===== config.mk =====
export PLATFORM = sky130hd
export DESIGN_NAME = contour_frame_sequencer_flat
export DESIGN_NICKNAME = d
export VERILOG_FILES = /design/src/rtl/contour_frame_sequencer_if.sv /design/src/rtl/contour_frame_sequencer.sv /design/src/flat_wrapper.sv
export SDC_FILE = /design/constraint.sdc
export NUM_CORES = 1
export LEC_CHECK = 0
export ABC_CLOCK_PERIOD_IN_PS = 1900
export CORE_MARGIN = 2
export CORE_UTILIZATION = 35
export DETAILED_ROUTE_END_ITERATION = 10
export GPL_ROUTABILITY_DRIVEN = 0
export HOLD_SLACK_MARGIN = 0.05
export PLACE_DENSITY = 0.85
export SYNTH_ARGS = -nofsm -noshare
export SYNTH_HDL_FRONTEND = slang
export SYNTH_SLANG_ARGS = --single-unit

===== constraint.sdc =====
create_clock -name clk -period 1.9 [get_ports clk]
set_input_delay 0.57 -clock clk [delete_from_list [all_inputs] [get_ports clk]]
set_output_delay 0.57 -clock clk [all_outputs]
set_load 0.01 [all_outputs]

===== src/rtl/contour_frame_sequencer_if.sv =====
// Shared edge-BRAM bus: write port A, read port B.
// master = sequencer side, slave = BRAM side.
interface contour_frame_sequencer_if #(
  parameter int ADDR_W = 19,
  parameter int BIN_W  = 3
);
  logic [ADDR_W-1:0] bram_addr_a;
  logic [BIN_W-1:0]  bram_din_a;
  logic              bram_we_a;
  logic [ADDR_W-1:0] bram_addr_b;
  logic [BIN_W-1:0]  bram_dout_b;

  modport master (
    output bram_addr_a,
    output bram_din_a,
    output bram_we_a,
    output bram_addr_b,
    input  bram_dout_b
  );

  modport slave (
    input  bram_addr_a,
    input  bram_din_a,
    input  bram_we_a,
    input  bram_addr_b,
    output bram_dout_b
  );
endinterface


===== src/rtl/contour_frame_sequencer.sv =====
// Clear / fill / trace / display pass sequencer owning the edge BRAM.
// Optional CLEAR phase is compiled in with CONTOUR_CLEAR_EN.
module contour_frame_sequencer #(
  parameter int WIDTH          = 640,
  parameter int HEIGHT         = 480,
  parameter int ADDR_W         = 19,
  parameter int BIN_W          = 3,
  parameter int TIMEOUT_CYCLES = 2000000,
  parameter int DISPLAY_FRAMES = 60
) (
  input  logic              clk,
  input  logic              reset,
  input  logic              go,
  input  logic              continuous,
  output logic              fill_start,
  input  logic              fill_done,
  input  logic [ADDR_W-1:0] fill_addr,
  input  logic [BIN_W-1:0]  fill_data,
  input  logic              fill_we,
  output logic              trace_start,
  input  logic              trace_done,
  input  logic [ADDR_W-1:0] trace_addr_read,
  input  logic [ADDR_W-1:0] trace_addr_write,
  input  logic [BIN_W-1:0]  trace_data,
  input  logic [ADDR_W-1:0] disp_addr,
  input  logic              vsync,
  contour_frame_sequencer_if.master bram,
  output logic [BIN_W-1:0]  rd_data,
  output logic              busy,
  output logic              pass_done,
  output logic              timeout_err,
  output logic [2:0]        state_o
);

  localparam int PIX  = WIDTH * HEIGHT;
  localparam int TO_W = $clog2(TIMEOUT_CYCLES + 1);
  localparam int FR_W = $clog2(DISPLAY_FRAMES + 1);

  typedef enum logic [2:0] {
    S_IDLE  = 3'd0,
    S_CLEAR = 3'd1,
    S_FILL  = 3'd2,
    S_TRACE = 3'd3,
    S_DISP  = 3'd4
  } state_t;

  state_t          state;
  logic [TO_W-1:0] to_cnt;
  logic [FR_W-1:0] fr_cnt;
  logic            vsync_q;
  logic            vs_rise;

`ifdef CONTOUR_CLEAR_EN
  localparam int CLR_W = $clog2(PIX + 1);
  logic [CLR_W-1:0] clear_addr;
`endif

  assign vs_rise     = vsync & ~vsync_q;
  assign fill_start  = (state == S_FILL);
  assign trace_start = (state == S_TRACE);
  assign busy        = (state != S_IDLE);
  assign state_o     = state;
  assign rd_data     = bram.bram_dout_b;

  // Pass FSM with phase counters and status flags.
  always_ff @(posedge clk) begin
    if (reset) begin
      state       <= S_IDLE;
      to_cnt      <= '0;
      fr_cnt      <= '0;
      vsync_q     <= 1'b0;
      pass_done   <= 1'b0;
      timeout_err <= 1'b0;
`ifdef CONTOUR_CLEAR_EN
      clear_addr  <= '0;
`endif
    end else begin
      vsync_q   <= vsync;
      pass_done <= 1'b0;
      unique case (state)
        S_IDLE: begin
          if (go) begin
`ifdef CONTOUR_CLEAR_EN
            state      <= S_CLEAR;
            clear_addr <= '0;
`else
            state      <= S_FILL;
`endif
          end
        end
`ifdef CONTOUR_CLEAR_EN
        S_CLEAR: begin
          if (clear_addr == CLR_W'(PIX - 1)) begin
            state      <= S_FILL;
            clear_addr <= '0;
          end else begin
            clear_addr <= clear_addr + 1'b1;
          end
        end
`endif
        S_FILL: begin
          if (fill_done) begin
            state  <= S_TRACE;
            to_cnt <= '0;
          end
        end
        S_TRACE: begin
          if (trace_done) begin
            state  <= S_DISP;
            fr_cnt <= '0;
          end else if (to_cnt == TO_W'(TIMEOUT_CYCLES - 1)) begin
            timeout_err <= 1'b1;
            state       <= S_DISP;
            fr_cnt      <= '0;
          end else begin
            to_cnt <= to_cnt + 1'b1;
          end
        end
        S_DISP: begin
          if (vs_rise) begin
            if (fr_cnt == FR_W'(DISPLAY_FRAMES - 1)) begin
              fr_cnt    <= '0;
              pass_done <= 1'b1;
              if (continuous) begin
`ifdef CONTOUR_CLEAR_EN
                state      <= S_CLEAR;
                clear_addr <= '0;
`else
                state      <= S_FILL;
`endif
              end else begin
                state <= S_IDLE;
              end
            end else begin
              fr_cnt <= fr_cnt + 1'b1;
            end
          end
        end
        default: state <= S_IDLE;
      endcase
    end
  end

  // BRAM port ownership follows the registered phase.
  always_comb begin
    bram.bram_addr_a = '0;
    bram.bram_din_a  = '0;
    bram.bram_we_a   = 1'b0;
    bram.bram_addr_b = '0;
    unique case (state)
`ifdef CONTOUR_CLEAR_EN
      S_CLEAR: begin
        bram.bram_addr_a = ADDR_W'(clear_addr);
        bram.bram_we_a   = 1'b1;
      end
`endif
      S_FILL: begin
        bram.bram_addr_a = fill_addr;
        bram.bram_din_a  = fill_data;
        bram.bram_we_a   = fill_we;
        bram.bram_addr_b = fill_addr;
      end
      S_TRACE: begin
        bram.bram_addr_a = trace_addr_write;
        bram.bram_din_a  = trace_data;
        bram.bram_we_a   = 1'b1;
        bram.bram_addr_b = trace_addr_read;
      end
      S_DISP: begin
        bram.bram_addr_b = disp_addr;
      end
      default: ;
    endcase
  end

endmodule


===== src/flat_wrapper.sv =====
// flat-port wrapper written by rule: the top's interface ports become plain ports
module contour_frame_sequencer_flat 
#(
  parameter int WIDTH          = 640,
  parameter int HEIGHT         = 480,
  parameter int ADDR_W         = 19,
  parameter int BIN_W          = 3,
  parameter int TIMEOUT_CYCLES = 2000000,
  parameter int DISPLAY_FRAMES = 60
)
  (clk, reset, go, continuous, fill_start, fill_done, fill_addr, fill_data, fill_we, trace_start, trace_done, trace_addr_read, trace_addr_write, trace_data, disp_addr, vsync, rd_data, busy, pass_done, timeout_err, state_o, bram_bram_addr_a, bram_bram_din_a, bram_bram_we_a, bram_bram_addr_b, bram_bram_dout_b);
  contour_frame_sequencer_if #(.ADDR_W(ADDR_W), .BIN_W(BIN_W)) bram_i ();
  input  logic clk;
  input  logic reset;
  input  logic go;
  input  logic continuous;
  output logic fill_start;
  input  logic fill_done;
  input  logic [ADDR_W-1:0] fill_addr;
  input  logic [BIN_W-1:0] fill_data;
  input  logic fill_we;
  output logic trace_start;
  input  logic trace_done;
  input  logic [ADDR_W-1:0] trace_addr_read;
  input  logic [ADDR_W-1:0] trace_addr_write;
  input  logic [BIN_W-1:0] trace_data;
  input  logic [ADDR_W-1:0] disp_addr;
  input  logic vsync;
  output logic [BIN_W-1:0] rd_data;
  output logic busy;
  output logic pass_done;
  output logic timeout_err;
  output logic [2:0] state_o;
  output wire logic [$bits(bram_i.bram_addr_a)-1:0] bram_bram_addr_a;
  output wire logic [$bits(bram_i.bram_din_a)-1:0] bram_bram_din_a;
  output wire logic [$bits(bram_i.bram_we_a)-1:0] bram_bram_we_a;
  output wire logic [$bits(bram_i.bram_addr_b)-1:0] bram_bram_addr_b;
  input wire logic [$bits(bram_i.bram_dout_b)-1:0] bram_bram_dout_b;
  assign bram_bram_addr_a = bram_i.bram_addr_a;
  assign bram_bram_din_a = bram_i.bram_din_a;
  assign bram_bram_we_a = bram_i.bram_we_a;
  assign bram_bram_addr_b = bram_i.bram_addr_b;
  assign bram_i.bram_dout_b = bram_bram_dout_b;
  contour_frame_sequencer #(.WIDTH(WIDTH), .HEIGHT(HEIGHT), .ADDR_W(ADDR_W), .BIN_W(BIN_W), .TIMEOUT_CYCLES(TIMEOUT_CYCLES), .DISPLAY_FRAMES(DISPLAY_FRAMES)) u_core (.clk(clk), .reset(reset), .go(go), .continuous(continuous), .fill_start(fill_start), .fill_done(fill_done), .fill_addr(fill_addr), .fill_data(fill_data), .fill_we(fill_we), .trace_start(trace_start), .trace_done(trace_done), .trace_addr_read(trace_addr_read), .trace_addr_write(trace_addr_write), .trace_data(trace_data), .disp_addr(disp_addr), .vsync(vsync), .bram(bram_i), .rd_data(rd_data), .busy(busy), .pass_done(pass_done), .timeout_err(timeout_err), .state_o(state_o));
endmodule

==> out/metrics.yaml, run 1 <==
min_path:
  min_path_type: "flip-flop to flip-flop"
logic_synthesis:
  synth.area.top_cells: "dfxtp_1 26%, a21oi_1 11%, nor2_1 7.0%"
  syn_inst: 354
  syn_area_per_cell_um2: 7.23
  post-synth-top-count-cell: "a21oi_1"
  yosysWarnings: 0
  ys_seq_area_share_pct: 25.8
  synthArstFlopShare_pct: 0
  synth_nets: 449
  synth-edff-count: 0
  yosysUniqueCellTypes: 58
  ys_seq_elements: 33
  synth_common_cells: "54 x a21oi_1, 48 x nor2_1, 36 x nand2_1, 33 x dfxtp_1, 27 x o21ai_0"
  synthesis.area_mm2: 0.00256
  yosysTopAreaCell: "dfxtp_1"
  ys.flop_type: "dfxtp_1"
  synth_top_area_share_pct: 25.8
pwr:
  switching_share_pct: 32.0
  power.internal_mw: 1.46
  p_leak_nw: 2.11
  peakVddDrop_mv: 0.469
  power_switching_mw: 0.684
  power_frac_comb_pct: 42.2
  p_per_area_mw_per_mm2: 440
  clkPwrFrac_pct: 24.5
  seqPwrFrac_pct: 33.3
status:
  status: "finished, violations left"
  violations: "negative setup slack"
drt:
  drc: 0
  drt-vias-per-instance: 5.30
  drt-wirelength-per-cell_um: 17.4
  first_pass_iters: 4
  wl_mm: 11.1
  dr_total_vias: 3381
  final_antenna_net_count: 0
  drt_first_iter_violations: 114
critical_path:
  crit_path_start_kind: "flip-flop"
  cp_slowest_cell: "dfxtp_4"
  cp_data_required_time_ps: 1330
  arrival_ps: 1510
  crit_family: "buffers and inverters"
  critical_path_class: "flip-flop to primary output"
  crit_fanout: 9
  worstPathCellList: "nor3b_4, buf_4, clkbuf_16, nand2_1, o21ai_1, buf_2"
  critPathMaxStageDelay_ps: 380
  endpoint_kind: "primary output"
  critPathBufInv: 3
floorplanning:
  die_y_um: 89.5
  ioPinCount: 146
  die_w_um: 89.5
  die_area_mm2: 0.00801
  coreArea_mm2: 0.00718
  initial_core_util_pct: 35.7
  num_rows: 31
place:
  dp_hpwl_mm: 7.15
  io_buffers: 139
  post-place-cells: 602
  dp_slack_ps: -713
clock_network:
  clk_latency_ps: 300
  cts_tree: "built"
  root_buffer: "clkbuf_8"
  cts_buffers: 5
  path_clk_slew_ps: 70
  cts_sinks: 33
  cts_hold_buf: 0
  clock_path_buffers: 2
  h-tree-depth: 2
global_routing:
  track_usage_pct: 25.1
  grt_max_degree: 20
  antenna_found_initial: 0
  grt_pass1_wl_mm: 15.5
  grt_pass1_vias: 3136
  overflow: 0
sta:
  max_slew_margin_pct: 76.0
  setup_violations: 41
  final.period_utilization_pct: 109
  tightest_slew_ps: 357
  fin_hold_ws_ps: 498
  fin_crit_ps: 2080
  clock_skew_ps: 10.5
  final_max_slew_viol_count: 0
  hold_viol: 0
  fin_ws_ps: -180
  rsz0062_at_grt: "yes"
  max_clock_freq_mhz: 481
cells_and_area:
  antennaDiodeCount: 0
  drive_gt1_share_pct: 35.3
  stdcell_count: 638
  fillers: 521
  synthToLayoutAreaGrowth_pct: 90.1
  nets: 633
job:
  cap_violations: 0
worst paths after layout:
path	from	slack, ps	end	depth (start not counted)
worst max-delay path	u_core.state_o[0]	-180	bram_bram_addr_b[17]	6
worst min-delay path	u_core.to_cnt[4]	500	u_core.to_cnt[4]	2
worst max register to register	u_core.state_o[0]	0	u_core.to_cnt[18]	7
worst min register to register	u_core.to_cnt[4]	500	u_core.to_cnt[4]	2
flip-flops by register name (all words and copies together), names as in the netlist:
signal / count
u_core.state_o: 3
u_core.vsync_q: 1
u_core.fr_cnt: 6
u_core.timeout_err: 1
u_core.pass_done: 1
u_core.to_cnt: 21
cells by family (layout without fill, tap and decap cells):
kind of cell / after synthesis / after routing / share of synthesized area (%)
compound gates: 105 / 106 / 25.2
xor+xnor: 10 / 10 / 3.42
fa+ha+maj: 2 / 2 / 0.978
buf+inv: 28 / 212 / 5.67
flops: 33 / 33 / 25.8
mux: 8 / 8 / 3.13
simple gates: 168 / 168 / 35.8
cells in the final DEF, fill, tap and decap left out, types with 4 or more instances in the layout:
cell | Yosys | final
buf_4 | 4 | 38
clkbuf_8 | 0 | 5
nand3_1 | 12 | 12
nor2b_1 | 23 | 4
o21ai_0 | 27 | 7
buf_6 | 3 | 9
a21oi_1 | 54 | 41
nor2_1 | 48 | 47
dfxtp_1 | 33 | 29
buf_12 | 0 | 9
xor2_1 | 6 | 6
mux2i_1 | 8 | 6
buf_2 | 2 | 44
dlymetal6s2s_1 | 0 | 5
dlygate4sd2_1 | 0 | 21
nand2_1 | 36 | 33
nor2b_4 | 0 | 19
buf_16 | 0 | 4
xnor2_1 | 4 | 4
and3_1 | 5 | 5
clkdlybuf4s50_1 | 0 | 68
o21ai_1 | 0 | 17
nand4_1 | 9 | 9
a21oi_2 | 1 | 13
worst register-to-register path, delay by kind of cell (launching register included):
family | cells | cell delay, ps
AND/OR/NAND/NOR | 2 | 680
AO/OA/AOI/OAI | 3 | 490
flip-flops | 1 | 380
buffers and inverters | 2 | 280
stage by stage:
step | TNS, ps | utilization [%] | power [mW] | area (µm²)
after CTS | -3020 | 63.9 | 2.08 | 4590
after detailed placement | -32200 | 59.7 | 1.52 | 4280
after global routing | -6450 | 67.8 | 2.24 | 4860
final | -3620 | 67.8 | 2.14 | 4860
after global placement | -30540 | 59.7 | 1.51 | 4280
after floorplan | 0 | - | 1.03 | 2570
power by group through the flow:
stage	Sequential (mW)	Clock [mW]	Combinational (mW)
finish	0.714	0.524	0.904
global route	0.715	0.563	0.965
global placement	0.727	0	0.779
CTS	0.715	0.539	0.825
floorplan	0.725	0	0.308
detailed placement	0.727	0	0.792
layer usage:
metal  wire (µm)  part of all wire [%]  vias up  global-route usage [%]
met1        4060                    36     1606                    26.6
met3         725                   6.5       21                    6.46
li1            -                     -     1630                       -
met2        6090                    55      124                    47.4
met4         250                   2.2        0                    9.36
met5           0                     0        -                       0
layout make-up:
class / instances / area [µm²] / area share [%]
Timing Repair Buffer: 200 / 1860 / 38.3
Clock buffer: 6 / 72.6 / 1.49
Multi-Input combinational cell: 294 / 2110 / 43.3
Inverter: 4 / 15.0 / 0.309
Sequential cell: 33 / 673 / 13.8
Tap cell: 99 / 124 / 2.55
Clock inverter: 2 / 10.0 / 0.206
what timing repair did:
action	in CTS	in global routing
buffers inserted	9	13
hold endpoints to repair	0	0
pin swaps	21	19
resized for setup	279	39
gates cloned	4	2
endpoints found under the setup margin	62	65
Note: power is estimated with default switching activity, not from simulation.
==> inputs of run 2 (changes only) <==
- ABC_CLOCK_PERIOD_IN_PS: 1900 -> 2600
- CAP_MARGIN: unset -> 25
- CORE_UTILIZATION: 35 -> 42
- PLACE_DENSITY: 0.85 -> 0.94
- clock period: 1.9 -> 2.6 ns (I/O delays scaled with it)
==> run 2 against run 1 <==
The run now ends clean. Die area fell by 16%. Core utilization increased by 0.40 points. Critical path depth decreased by 1. Non-clock buffer count is 46 lower. Clock-buffer cell count down 1. Register-to-register slack gained 600 ps. Highest routed layer unchanged.
==> out/metrics.yaml, run 2 (synthesized netlist as in run 1, its figures left out) <==
drt:
  first_pass_iters: 7
  drt_first_iter_violations: 326
  drt-vias-per-instance: 5.64
  dr_total_vias: 3187
  drc: 0
  drt-wirelength-per-cell_um: 16.8
  wl_mm: 9.47
  final_antenna_net_count: 0
pwr:
  p_leak_nw: 1.62
  peakVddDrop_mv: 0.356
  power_switching_mw: 0.431
  power_mw: 1.39
  p_per_area_mw_per_mm2: 344
  power.internal_mw: 0.958
  clkPwrFrac_pct: 25.6
  seqPwrFrac_pct: 37.6
  switching_share_pct: 31.1
  power_frac_comb_pct: 36.9
critical_path:
  critical_path_class: "input port to primary output"
  endpoint_kind: "primary output"
  arrival_ps: 1800
  r2r-end: "u_core.fr_cnt[4]"
  cp_slowest_cell: "clkdlybuf4s50_1"
  cp_data_required_time_ps: 1820
  r2r_start: "u_core.state_o[0]"
  r2r_cells: 6
  crit_path_start_kind: "input port"
  worstPathCellList: "clkdlybuf4s50_1, nor2b_1, a21oi_1, nor2_1, clkdlybuf4s15_1"
  critPathMaxStageDelay_ps: 450
  reg2reg_slack_ps: 600
  crit_fanout: 2
global_routing:
  grt_max_degree: 43
  track_usage_pct: 27.3
  antenna_found_initial: 0
  grt_pass1_wl_mm: 14.1
  grt_pass1_vias: 2996
  overflow: 0
cells_and_area:
  fillers: 470
  final-seq-area_um2: 663
  synthToLayoutAreaGrowth_pct: 57.8
  final_cell_mix: "96 x clkdlybuf4s50_1, 50 x a21oi_1, 48 x nor2_1, 36 x nand2_1, 31 x dfxtp_1"
  drive_gt1_share_pct: 20.4
  final_common_cell: "clkdlybuf4s50_1"
  multi_input_comb_area_mm2: 0.00184
  regMostFlops: "u_core.to_cnt"
  largest_register_ffs: 21
  antennaDiodeCount: 0
  nets: 586
  stdcell_count: 565
floorplanning:
  die_area_mm2: 0.00673
  die_y_um: 82.1
  die_w_um: 82.1
  ioPinCount: 146
  num_rows: 28
  coreArea_mm2: 0.00592
  initial_core_util_pct: 43.2
place:
  dp_slack_ps: -437
  dp_hpwl_mm: 7.27
  io_buffers: 139
  post-place-cells: 559
min_path:
  min_delay_path_depth: 2
  hold_end: "u_core.timeout_err"
  min_path_type: "flip-flop to flip-flop"
  worstHoldStart: "u_core.timeout_err"
clock_network:
  cts_tree: "built"
  path_clk_slew_ps: 60
  cts_sinks: 33
  cts_buffers: 5
  clk_latency_ps: 290
  h-tree-depth: 2
  root_buffer: "clkbuf_8"
  clock_path_buffers: 2
sta:
  hold_viol: 0
  fin_hold_ws_ps: 486
  finalSetupTns_ps: 0
  clock_skew_ps: 3.51
  max_slew_margin_pct: 67.0
  rsz0062_at_grt: "yes"
  final.period_utilization_pct: 99.3
  fin_ws_ps: 18.6
  tightest_slew_ps: 491
  max_clock_freq_mhz: 387
  final_max_slew_viol_count: 0
  fin_crit_ps: 2580
  setup_violations: 0
job:
  cap_violations: 0
status:
  status: "complete, no violations"
run 2: changes by cell type in the layout (fill, tap and decap cells not counted), sizes merged, moves of 5 or more:
| cell | delta |
|---|---|
| clkdlybuf4s50 | +28 |
| buf | -68 |
| clkbuf | +10 |
| clkdlybuf4s15 | +5 |
| dlymetal6s2s | -5 |
| dlygate4sd2 | -17 |
run 2: layout make-up:
type	instances	area share, %
inverter	4	0.372
sequential	33	16.4
multi-input combinational	293	45.6
timing repair buffer	154	33.5
clock inverter	1	0.124
clock buffer	5	1.70
tap	75	2.32
run 2: power by group through the flow:
stage	registers, mW	logic [mW]	clock network [mW]
CTS	0.521	0.511	0.359
finish	0.522	0.512	0.355
global placement	0.532	0.526	0
detailed placement	0.532	0.540	0
global route	0.524	0.551	0.378
floorplan	0.530	0.217	0
run 2: what timing repair did:
action,in CTS,in global routing
hold buffers,0,0
gates resized for setup,134,52
endpoints found under the setup margin,44,34
setup buffers,0,0
pin swaps,0,3
run 2: how the worst max path moves through the flow:
stage | start | to | slack [ps]
finish | fill_addr[7] | bram_bram_addr_a[7] | 20
global route | fill_addr[10] | bram_bram_addr_b[10] | -30
CTS | fill_addr[17] | bram_bram_addr_b[17] | -30
detailed placement | fill_addr[10] | bram_bram_addr_b[10] | -440
global placement | fill_addr[0] | bram_bram_addr_b[0] | -450
floorplan | u_core.state_o[0] | bram_bram_addr_b[11] | 270
run 2: metrics by stage:
step                util, %  area (µm²)
detailed placement     68.3        4050
global route           68.2        4040
CTS                    69.3        4100
global placement       68.3        4050
floorplan                 -        2560
finish                 68.2        4040
run 2: worst max-delay path: cells and delay by family:
| kind | cells | cell delay (ps) |
|---|---|---|
| AO/OA/AOI/OAI | 1 | 60 |
| buffers and inverters | 2 | 700 |
| AND/OR/NAND/NOR | 2 | 250 |
run 2: routing by layer:
metal  wire length [µm]  track usage [%]  vias up  share of wire, %
met1               3460             27.8     1487                37
met2               4880             49.6      137                52
met3                787             9.34       30               8.3
met5                  0                0        -                 0
met4                339             12.8        0               3.6
li1                   -                -     1533                 -
